### src/rtl/bnn_layer_ctrl.sv
// Binary-weight neural network layer sequencer.
// Buffers one input vector, then evaluates each neuron by +/- accumulation.
module bnn_layer_ctrl #(
  parameter int NUM_INPUTS  = 16,
  parameter int NUM_NEURONS = 16,
  parameter int IW = (NUM_NEURONS > 1) ? $clog2(NUM_NEURONS) : 1
) (
  input  logic                  clk,
  input  logic                  rst,
  input  logic                  start,
  output logic                  busy,
  output logic                  done,
  input  logic                  in_valid,
  output logic                  in_ready,
  input  logic [63:0]           in_data,
  output logic                  w_rd_en,
  output logic [IW-1:0]         w_addr,
  input  logic [NUM_INPUTS-1:0] w_rdata,
  input  logic [63:0]           b_rdata,
  input  logic                  act_rdata,
  output logic                  out_valid,
  input  logic                  out_ready,
  output logic [63:0]           out_data,
  output logic [IW-1:0]         out_idx
);

  localparam int CW = (NUM_INPUTS > 1) ? $clog2(NUM_INPUTS) : 1;
  localparam logic [CW-1:0] K_LAST = CW'(NUM_INPUTS - 1);
  localparam logic [IW-1:0] N_LAST = IW'(NUM_NEURONS - 1);

  typedef enum logic [2:0] {
    IDLE,
    LOAD,
    FETCH,
    LATCH,
    ACC,
    EMIT,
    DONE
  } state_t;

  state_t                state;
  logic [63:0]           xbuf [NUM_INPUTS];
  logic [NUM_INPUTS-1:0] w_q;
  logic                  act_q;
  logic [63:0]           acc;
  logic [63:0]           acc_next;
  logic [63:0]           x_sel;
  logic [CW-1:0]         k;
  logic [IW-1:0]         n;

  // Next accumulator value: add input k when its weight bit is 1, else subtract.
  always_comb begin
    x_sel    = xbuf[k];
    acc_next = w_q[k] ? (acc + x_sel) : (acc - x_sel);
  end

  // Input vector buffer; only written while loading, kept across neurons.
  always_ff @(posedge clk) begin
    if (!rst && state == LOAD && in_valid) begin
      xbuf[k] <= in_data;
    end
  end

  // Layer sequencer with registered handshake and memory outputs.
  always_ff @(posedge clk) begin
    if (rst) begin
      state     <= IDLE;
      n         <= '0;
      k         <= '0;
      acc       <= '0;
      busy      <= 1'b0;
      done      <= 1'b0;
      in_ready  <= 1'b0;
      w_rd_en   <= 1'b0;
      w_addr    <= '0;
      out_valid <= 1'b0;
      out_data  <= '0;
      out_idx   <= '0;
    end else begin
      unique case (state)
        IDLE: begin
          if (start) begin
            state    <= LOAD;
            k        <= '0;
            n        <= '0;
            busy     <= 1'b1;
            in_ready <= 1'b1;
          end
        end
        LOAD: begin
          if (in_valid) begin
            if (k == K_LAST) begin
              state    <= FETCH;
              k        <= '0;
              in_ready <= 1'b0;
              w_rd_en  <= 1'b1;
              w_addr   <= n;
            end else begin
              k <= k + 1'b1;
            end
          end
        end
        FETCH: begin
          state   <= LATCH;
          w_rd_en <= 1'b0;
        end
        LATCH: begin
          state <= ACC;
          w_q   <= w_rdata;
          act_q <= act_rdata;
          acc   <= b_rdata;
          k     <= '0;
        end
        ACC: begin
          acc <= acc_next;
          if (k == K_LAST) begin
            state     <= EMIT;
            k         <= '0;
            out_valid <= 1'b1;
            out_idx   <= n;
            out_data  <= act_q ? acc_next : '0;
          end else begin
            k <= k + 1'b1;
          end
        end
        EMIT: begin
          if (out_ready) begin
            out_valid <= 1'b0;
            out_data  <= '0;
            out_idx   <= '0;
            if (n == N_LAST) begin
              state <= DONE;
              busy  <= 1'b0;
              done  <= 1'b1;
            end else begin
              state   <= FETCH;
              n       <= n + 1'b1;
              w_rd_en <= 1'b1;
              w_addr  <= n + 1'b1;
            end
          end
        end
        DONE: begin
          state <= IDLE;
          done  <= 1'b0;
        end
        default: begin
          state <= IDLE;
        end
      endcase
    end
  end

endmodule
### config.mk
export PLATFORM = sky130hd
export DESIGN_NAME = bnn_layer_ctrl
export DESIGN_NICKNAME = d
export VERILOG_FILES = /design/src/rtl/bnn_layer_ctrl.sv
export SDC_FILE = /design/constraint.sdc
export NUM_CORES = 1
export LEC_CHECK = 0
export BUFFER_PORTS_ARGS = -buffer_cell sky130_fd_sc_hd__buf_4
export CAP_MARGIN = 20
export CELL_PAD_IN_SITES_DETAIL_PLACEMENT = 0
export CELL_PAD_IN_SITES_GLOBAL_PLACEMENT = 1
export CORE_MARGIN = 1.5
export CORE_UTILIZATION = 48
export CTS_CLUSTER_DIAMETER = 100
export DETAILED_ROUTE_END_ITERATION = 8
export PLACE_DENSITY = 0.84
export SLEW_MARGIN = 30
export SYNTH_ARGS = -nofsm -noshare
export SYNTH_HDL_FRONTEND = slang
export SYNTH_SLANG_ARGS = --single-unit
### constraint.sdc
create_clock -name clk -period 6.3 [get_ports clk]
set_clock_uncertainty 0.15 [all_clocks]
set_input_delay 0 -clock clk [delete_from_list [all_inputs] [get_ports clk]]
set_output_delay 0 -clock clk [all_outputs]
set_load 0.05 [all_outputs]
# Yosys cells after proc, flatten, opt, wreduce, memory -nomap -nowiden
# Memory sizes are Yosys's and may differ from the RTL's. A register that Yosys moved wholly into a read port is not among the register bits.
# Index checks and enable logic that the tools add are counted.
op_classes:
  addsub: 4
  n_lt_le_gt_ge: 1
  n_eq_ne: 15
  mux: 48
  bitwise: 1
  n_reduce_logical: 22
ops:
  columns: ["op", "n"]
  rows:
  - ["$mux 64", 4]
  - ["$pmux 64 s2", 2]
  - ["$add 64x64->64", 1]
  - ["$sub 64x64->64", 1]
  - ["$mux 4", 10]
  - ["$pmux 4 s2", 3]
  - ["$mux 3", 6]
  - ["$pmux 3 s6", 1]
  - ["$pmux 4 s4", 1]
  - ["$mux 1", 15]
  - ["$reduce_and 5->1", 3]
  - ["$ne 2x2->1 const B", 6]
  - ["$reduce_and 4->1", 3]
  - ["$reduce_bool 2->1", 6]
  - ["$eq 3x3->1 const B", 3]
  - ["$reduce_and 3->1", 3]
  - ["$add 4x1->4 const B", 2]
  - ["$eq 4x4->1 const B", 2]
  - ["$pmux 1 s2", 4]
  - ["$eq 3x2->1 const B", 2]
  - ["$lt 4x5->1 const B", 1]
  - ["$bmux 1 s4", 1]
  - ["$reduce_bool 4->1", 1]
  - ["$eq 3x1->1 const B", 1]
  - ["8 further kinds", 9]
totals:
  ff_bits: 169
  ram_bits: 1024
  input_bits: 150
  n_memories: 1
memory_table:
  columns: ["memory", "words", "word_bits", "read_ports", "rd_ports_with_merged_regs", "wr", "line", "source"]
  rows:
  - ["xbuf", 16, 64, 1, 1, 1, "42", "logic [63:0] xbuf [NUM_INPUTS];"]

# Longest topological paths before layout
# Gate-level depths: netlist (run 1).
depth:
  word_depth: 6
  mapped_depth: 30
  depth_no_buf: 24

# Worst setup path before layout (run 1)
# Ideal clock, no wire load.
synth_path:
  path_kind: "register to register"
  from: "register with a tool-made name"
  to: "register out_data[61]"
  arrival_ns: 6.665
  setup_slack_ns: -0.632
  path_stages_with_launch: 28
  synth_period_minus_slack_ns: 6.932
  path_cell_list: "dfxtp_1 > clkbuf_1 > buf_1 > buf_1 > clkbuf_1 > mux4_2 > a22oi_1 > nand2_1 > inv_1 > ha_1 > inv_1 > nor2_1 > nand3_1 > nor3b_1 > nand2b_1 > o21ai_0 > xnor2_1 > ha_1 > a21o_1 > a21o_1 > a21oi_1 > nand2_1 > nor4bb_1 > nor2_1 > a2111oi_0 > nor3_1 > or3_1 > a32o_1"
synth_lines:
  columns: ["element", "line", "source"]
  rows:
  - ["to (signal assigned)", "121", "out_data <= act_q ? acc_next : '0;"]
  - ["to (decl)", "23", "output logic [63:0] out_data,"]

==> results of run 1 <==
[what timing repair did]
| item | in CTS | in global routing |
|---|---|---|
| resized for setup | 96 | 171 |
| endpoints found under the hold margin | 1170 | 0 |
| setup buffers | 32 | 34 |
| endpoints found under the setup margin | 66 | 62 |
| hold buffers | 184 | 0 |
| pin swaps | 32 | 106 |
| gates cloned | 6 | 2 |
[final cells by class]
type / count / share of cell area (%)
clock inverters: 65 / 0.831
inverters: 37 / 0.216
clock buffers: 136 / 4.52
diodes: 4 / 0.0155
well taps: 1391 / 2.70
flip-flops and latches: 1197 / 53.4
multi-input cells: 1648 / 26.0
repair buffers: 920 / 12.3
[sequential cells by signal, summed over array words and instances, names as in the netlist, named ones only]
signal     flops
xbuf        1024
act_q          1
w_q           16
state          3
out_idx        4
acc           64
w_addr         4
w_rd_en        1
done           1
out_valid      1
k              4
n              4
busy           1
in_ready       1
out_data      64
[path summary, 6_finish.rpt]
path,startpoint,to,slack [ns]
max,register,out_data[61],-0.14
min reg2reg,out_data[60],out_data[60],0.30
min,in_data[51],xbuf[10][51],0.02
max reg2reg,register,out_data[61],-0.14
[through the flow]
stage | hold WS [ns] | instances | cell area (sq um) | utilization [%] | worst slack, ns
2_1_floorplan | -0.0511 | 3047 | 50900 | - | 0.0328
3_3_place_gp | 0.0300 | 4938 | 57200 | 54.3 | -0.623
3_5_place_dp | 0.0292 | 4939 | 57200 | 54.3 | -0.672
4_1_cts | 0.0000212 | 5362 | 63300 | 60.2 | -0.0477
5_1_grt | 0.0312 | 5396 | 64400 | 61.2 | -0.297
6_report | 0.0166 | 5398 | 64400 | 61.2 | -0.142
[cell families after synthesis]
| family | after synthesis | synth area share, % |
|---|---|---|
| flops | 1197 | 67.6 |
| mux | 388 | 14.7 |
| xor+xnor | 127 | 2.19 |
| simple gates | 510 | 4.69 |
| compound gates | 538 | 6.95 |
| buf+inv | 202 | 1.80 |
| fa+ha+maj | 85 | 2.11 |
[layout by cell type, fill, tap and decap left out, types with 19 or more instances in the layout]
cell type	instances
edfxtp_1	1041
buf_4	682
mux4_2	286
nor2_1	188
dlygate4sd3_1	184
dfxtp_1	153
clkbuf_16	115
a21oi_1	108
nand2_1	102
mux2i_1	88
ha_1	79
a22oi_1	67
o21ai_0	60
xnor2_1	58
a211oi_1	55
xor2_1	47
a21o_1	42
inv_1	36
clkinv_1	28
nand4_1	25
a21oi_2	24
clkbuf_1	23
buf_6	23
a22o_1	19
[power groups by stage]
| stage | combinational, W | sequential, W | clock (W) |
|---|---|---|---|
| 2_1_floorplan | 0.00302 | 0.00895 | 0 |
| 3_3_place_gp | 0.00506 | 0.00899 | 0 |
| 3_5_place_dp | 0.00510 | 0.00899 | 0 |
| 4_1_cts | 0.00559 | 0.00883 | 0.00653 |
| 5_1_grt | 0.00640 | 0.00884 | 0.00685 |
| 6_report | 0.00600 | 0.00883 | 0.00649 |
[metal layers]
layer | wire length (um) | vias up | share of wire, % | track usage (%)
met5 | 77 | - | 0.052 | 0
met4 | 5020 | 12 | 3.4 | 8.95
met3 | 12800 | 291 | 8.7 | 4.86
met2 | 74000 | 1777 | 50 | 46.1
met1 | 55600 | 16400 | 38 | 34.6
li1 | - | 13900 | - | -
==> run_results.csv, run 1 <==
group,metric,value,unit
pwr,p_leak,22.8,nW
synth,synthMostInstantiatedCell,"edfxtp_1",
timing,setup-tns-final,-0.176,ns
clock_tree,clk_latency,0.70,ns
hold_path,hold_depth,2,
clock_tree,cts_buffers,112,
pwr,powerDensity,331,nW/um^2
run,max_cap_viol_count,0,
critical_path,cp_max_fo,6,
synth,yosys.area.top_type,"edfxtp_1",
synth,synth_area_leaders,"edfxtp_1 61%, mux4_2 13%, dfxtp_1 6.1%",
timing,setup_viol_count_final,3,
floorplan,fp.dieW,329,um
route,drc,0,
critical_path,startpoint_type,"register",
pwr,pwr-share-comb,28.1,%
pwr,p_seq_share,41.4,%
clock_tree,cts_tree,"built",
pwr,power.internal,0.0153,W
pwr,power,0.0213,W
timing,setup_ws,-0.142,ns
synth,syn_inst,3047,
hold_path,holdCritPathClass,"in2reg",
clock_tree,cts_max_level,3,
run_status,run_status,"finished, violations left",
floorplan,fp.dieH,329,um
global_route,antenna_found_initial,11,
timing,rsz0062_at_grt,"true",
critical_path,cp_num_cells,29,
clock_tree,clkTransAtPathRegs,0.07,ns
global_route,first_global_vias,32500,
critical_path,cpMaxStageDelayCell,"mux4_2",
critical_path,crit_top_cell,"buf_4",
synth,async_reset_ff_share,0,%
timing,slew_viol_final,0,
route,wl,147000,um
global_route,track_usage,26.9,%
synth,yosysWarnings,0,
placed_design,dp_hpwl,91700,um
timing,fmax,155,MHz
cells_and_area,drive_above_1_share,34.7,%
cells_and_area,syn_to_final_growth,26.6,%
critical_path,required,6.74,ns
placed_design,place.gp.congestion,0.941,
global_route,grt-ovfl-total,0,
timing,fin_crit,6.44,ns
route,firstDrtPassIters,6,
pwr,ir_drop,0.347,mV
pwr,pwr-share-clk,30.4,%
global_route,grt_max_degree,65,
timing,period_share,102,%
synth,synth_ff_type,"edfxtp_1",
critical_path,cpPeakStageDelay,0.54,ns
cells_and_area,fillers,7346,
floorplan,core,105000,sq um
placed_design,io_buffers,226,
synth,synth.avg_cell_area,16.7,sq um
floorplan,num_rows,119,
floorplan,dieArea,108000,sq um
critical_path,arrival,6.89,ns
synth,synth_fp_nets,3282,
cells_and_area,multi_input_comb_area,16700,sq um
critical_path,ff2ff_path_depth,29,
clock_tree,root_buffer,"clkbuf_16",
clock_tree,clock_sinks,1197,
critical_path,critical_path.top_delay_family,"compound AO/OA/AOI/OAI gates",
pwr,swShare,28.4,%
run_status,violations,"setup timing",
synth,synth.top_cell.area_share,61.4,%
synth,yosys.cell_types.count,75,
timing,slew_headroom,39.2,%
critical_path,worst-path-buf-inv,9,
synth,synth_edf_count,1041,
global_route,grt_pass1_wl,214000,um
floorplan,ioPinCount,227,
timing,hold_viol_final,0,
synth,synth_seq_cells,1197,
route,wl_per_cell,27.3,um
cells_and_area,final_nets,4151,
cells_and_area,regArea,34400,sq um
timing,worst_pin_slew,0.912,ns
critical_path,endpoint_kind,"register",
route,vias,32400,
synth,synth_commonest_cells,"1041 x edfxtp_1, 286 x mux4_2, 211 x nor2_1",
route,ant_nets,0,
pwr,p_sw,0.00606,W
floorplan,start_util,48.3,%
clock_tree,cts_buffer_depth,3,
synth,yosysSeqAreaShare,67.6,%
route,dr.first_iter.drc_count,3263,
route,viasPerCell,6.00,
synth,syn_area,50900,sq um
critical_path,path_class,"reg2reg",
(Power assumes the default switching activity.)
==> inputs of run 2 (changes only) <==
--- a/config.mk
+++ b/config.mk
@@ -5,7 +5,7 @@
 export SDC_FILE = /design/constraint.sdc
 export NUM_CORES = 1
 export LEC_CHECK = 0
-export BUFFER_PORTS_ARGS = -buffer_cell sky130_fd_sc_hd__buf_4
+export BUFFER_PORTS_ARGS = -buffer_cell sky130_fd_sc_hd__buf_2
 export CAP_MARGIN = 20
 export CELL_PAD_IN_SITES_DETAIL_PLACEMENT = 0
 export CELL_PAD_IN_SITES_GLOBAL_PLACEMENT = 1
==> run 2 against run 1 <==
  * The flow still finishes with violations (setup timing)
  * Non-clock buffer count is 45 higher
  * Global-route usage is 1.1 points higher
  * Sequential power hardly changed
  * Largest power group unchanged
==> run_results.csv, run 2 (synthesized netlist as in run 1, its figures left out) <==
group,metric,value,unit
run_status,run_status,"finished, violations left",
run_status,violations,"setup timing",
timing,fmax,156,MHz
floorplan,ioPinCount,227,
timing,hold_viol_final,0,
floorplan,num_rows,119,
cells_and_area,final_nets,4198,
critical_path,cpPeakStageDelay,0.52,ns
timing,setup_ws,-0.121,ns
critical_path,path_class,"reg2reg",
global_route,first_global_vias,33300,
clock_tree,cts_buffer_depth,3,
pwr,p_leak,23.2,nW
critical_path,crit_top_cell,"buf_4",
pwr,power,0.0220,W
pwr,ir_drop,0.271,mV
run,max_cap_viol_count,0,
critical_path,arrival,6.87,ns
clock_tree,root_buffer,"clkbuf_16",
cells_and_area,regMostFlops,"xbuf",
clock_tree,clk_latency,0.72,ns
floorplan,fp.dieH,329,um
timing,whs,0.0464,ns
hold_path,holdCritPathClass,"in2reg",
floorplan,start_util,48.3,%
route,firstDrtPassIters,6,
cells_and_area,finalNonFillerCells,5460,
clock_tree,cts_buffers,114,
critical_path,endpoint_kind,"register",
timing,slew_viol_final,0,
timing,slew_headroom,37.1,%
timing,worst_pin_slew,0.944,ns
floorplan,fp.dieW,329,um
floorplan,core,105000,sq um
critical_path,required,6.75,ns
cells_and_area,largestRegisters,"xbuf: 1024 flops, acc: 64 flops, out_data: 64 flops",
critical_path,cp_max_fo,14,
timing,fin_crit,6.42,ns
route,wl_per_cell,28.1,um
placed_design,dp_hpwl,90800,um
pwr,powerDensity,340,nW/um^2
global_route,track_usage,27.9,%
route,wl,153000,um
clock_tree,cts_max_level,3,
route,viasPerCell,6.12,
cells_and_area,mostFrequentLayoutCell,"edfxtp_1",
cells_and_area,layout_common_cells,"1041 x edfxtp_1, 500 x buf_4, 286 x mux4_2, 225 x buf_2, 188 x nor2_1",
route,vias,33400,
placed_design,place.gp.congestion,0.932,
route,drc,0,
global_route,antenna_found_initial,13,
cells_and_area,drive_above_1_share,36.2,%
placed_design,placed_cells,4971,
route,dr.first_iter.drc_count,3718,
placed_design,io_buffers,226,
route,ant_nets,0,
critical_path,startpoint_type,"register",
global_route,grt-ovfl-total,0,
global_route,grt_max_degree,86,
timing,period_share,102,%
timing,rsz0062_at_grt,"true",
clock_tree,clock_sinks,1197,
critical_path,cpMaxStageDelayCell,"mux4_2",
clock_tree,cts_tree,"built",
cells_and_area,syn_to_final_growth,27.3,%
timing,setup_viol_count_final,11,
clock_tree,clkTransAtPathRegs,0.07,ns
cells_and_area,largest_reg_flops,1024,
floorplan,dieArea,108000,sq um
global_route,grt_pass1_wl,221000,um
## run 2: cell type report
class                      count  area (sq um)
antenna                        6          15.0
timing repair buffer         965          7760
multi-input combinational   1648         16900
fill                        7303         40500
sequential                  1197         34400
tap                         1391          1740
clock buffer                 135          2970
clock inverter                81           878
inverter                      37           139
## run 2: worst paths after layout
check / from / endpoint / slack (ns) / cells after the start
setup / recovery: register / out_data[61] / -0.12 / 29
hold / removal: b_rdata[51] / acc[51] / 0.05 / 4
setup reg to reg: register / out_data[61] / -0.12 / 29
hold reg to reg: out_data[63] / out_data[63] / 0.30 / 2
## run 2: repair_timing
action	CTS	global route
hold buffers	183	0
setup endpoints to repair	60	74
gates cloned	3	0
hold endpoints to repair	1164	0
gates resized for setup	84	209
pin swaps	26	143
setup buffers	36	50
## run 2: routing by layer
layer  up-vias  track usage [%]  share of wire, %
li1      14100                -                 -
met1     16900             35.8                37
met2      2092             47.7                50
met3       387             5.29               9.6
met4        16             9.70               3.7
met5         -                0             0.058
## run 2: power breakdown
| part | internal (W) | switching [W] |
|---|---|---|
| logic | 0.00299 | 0.00312 |
| clock network | 0.00401 | 0.00307 |
| registers | 0.00872 | 0.000110 |
## run 2: critical path: cells and delay by family (launching register included)
family          cells  cell delay, ns
mux                 1            0.52
buf+inv             9            1.37
flops               1            0.40
xor+xnor            1            0.16
fa+ha+maj           1            0.30
compound gates      5            1.13
simple gates       12            2.25
## run 2: stage by stage
stage                     area (sq um)  TNS (ns)  worst slack (ns)  utilization, %
after global placement           57000    -18.21            -0.656            54.1
after detailed placement         57000    -23.54            -0.787            54.2
after global routing             64800     -4.95            -0.325            61.5
final                            64800    -0.372            -0.121            61.5
after floorplan                  50900         0            0.0328               -
after CTS                        63500   -0.0133           -0.0133            60.3
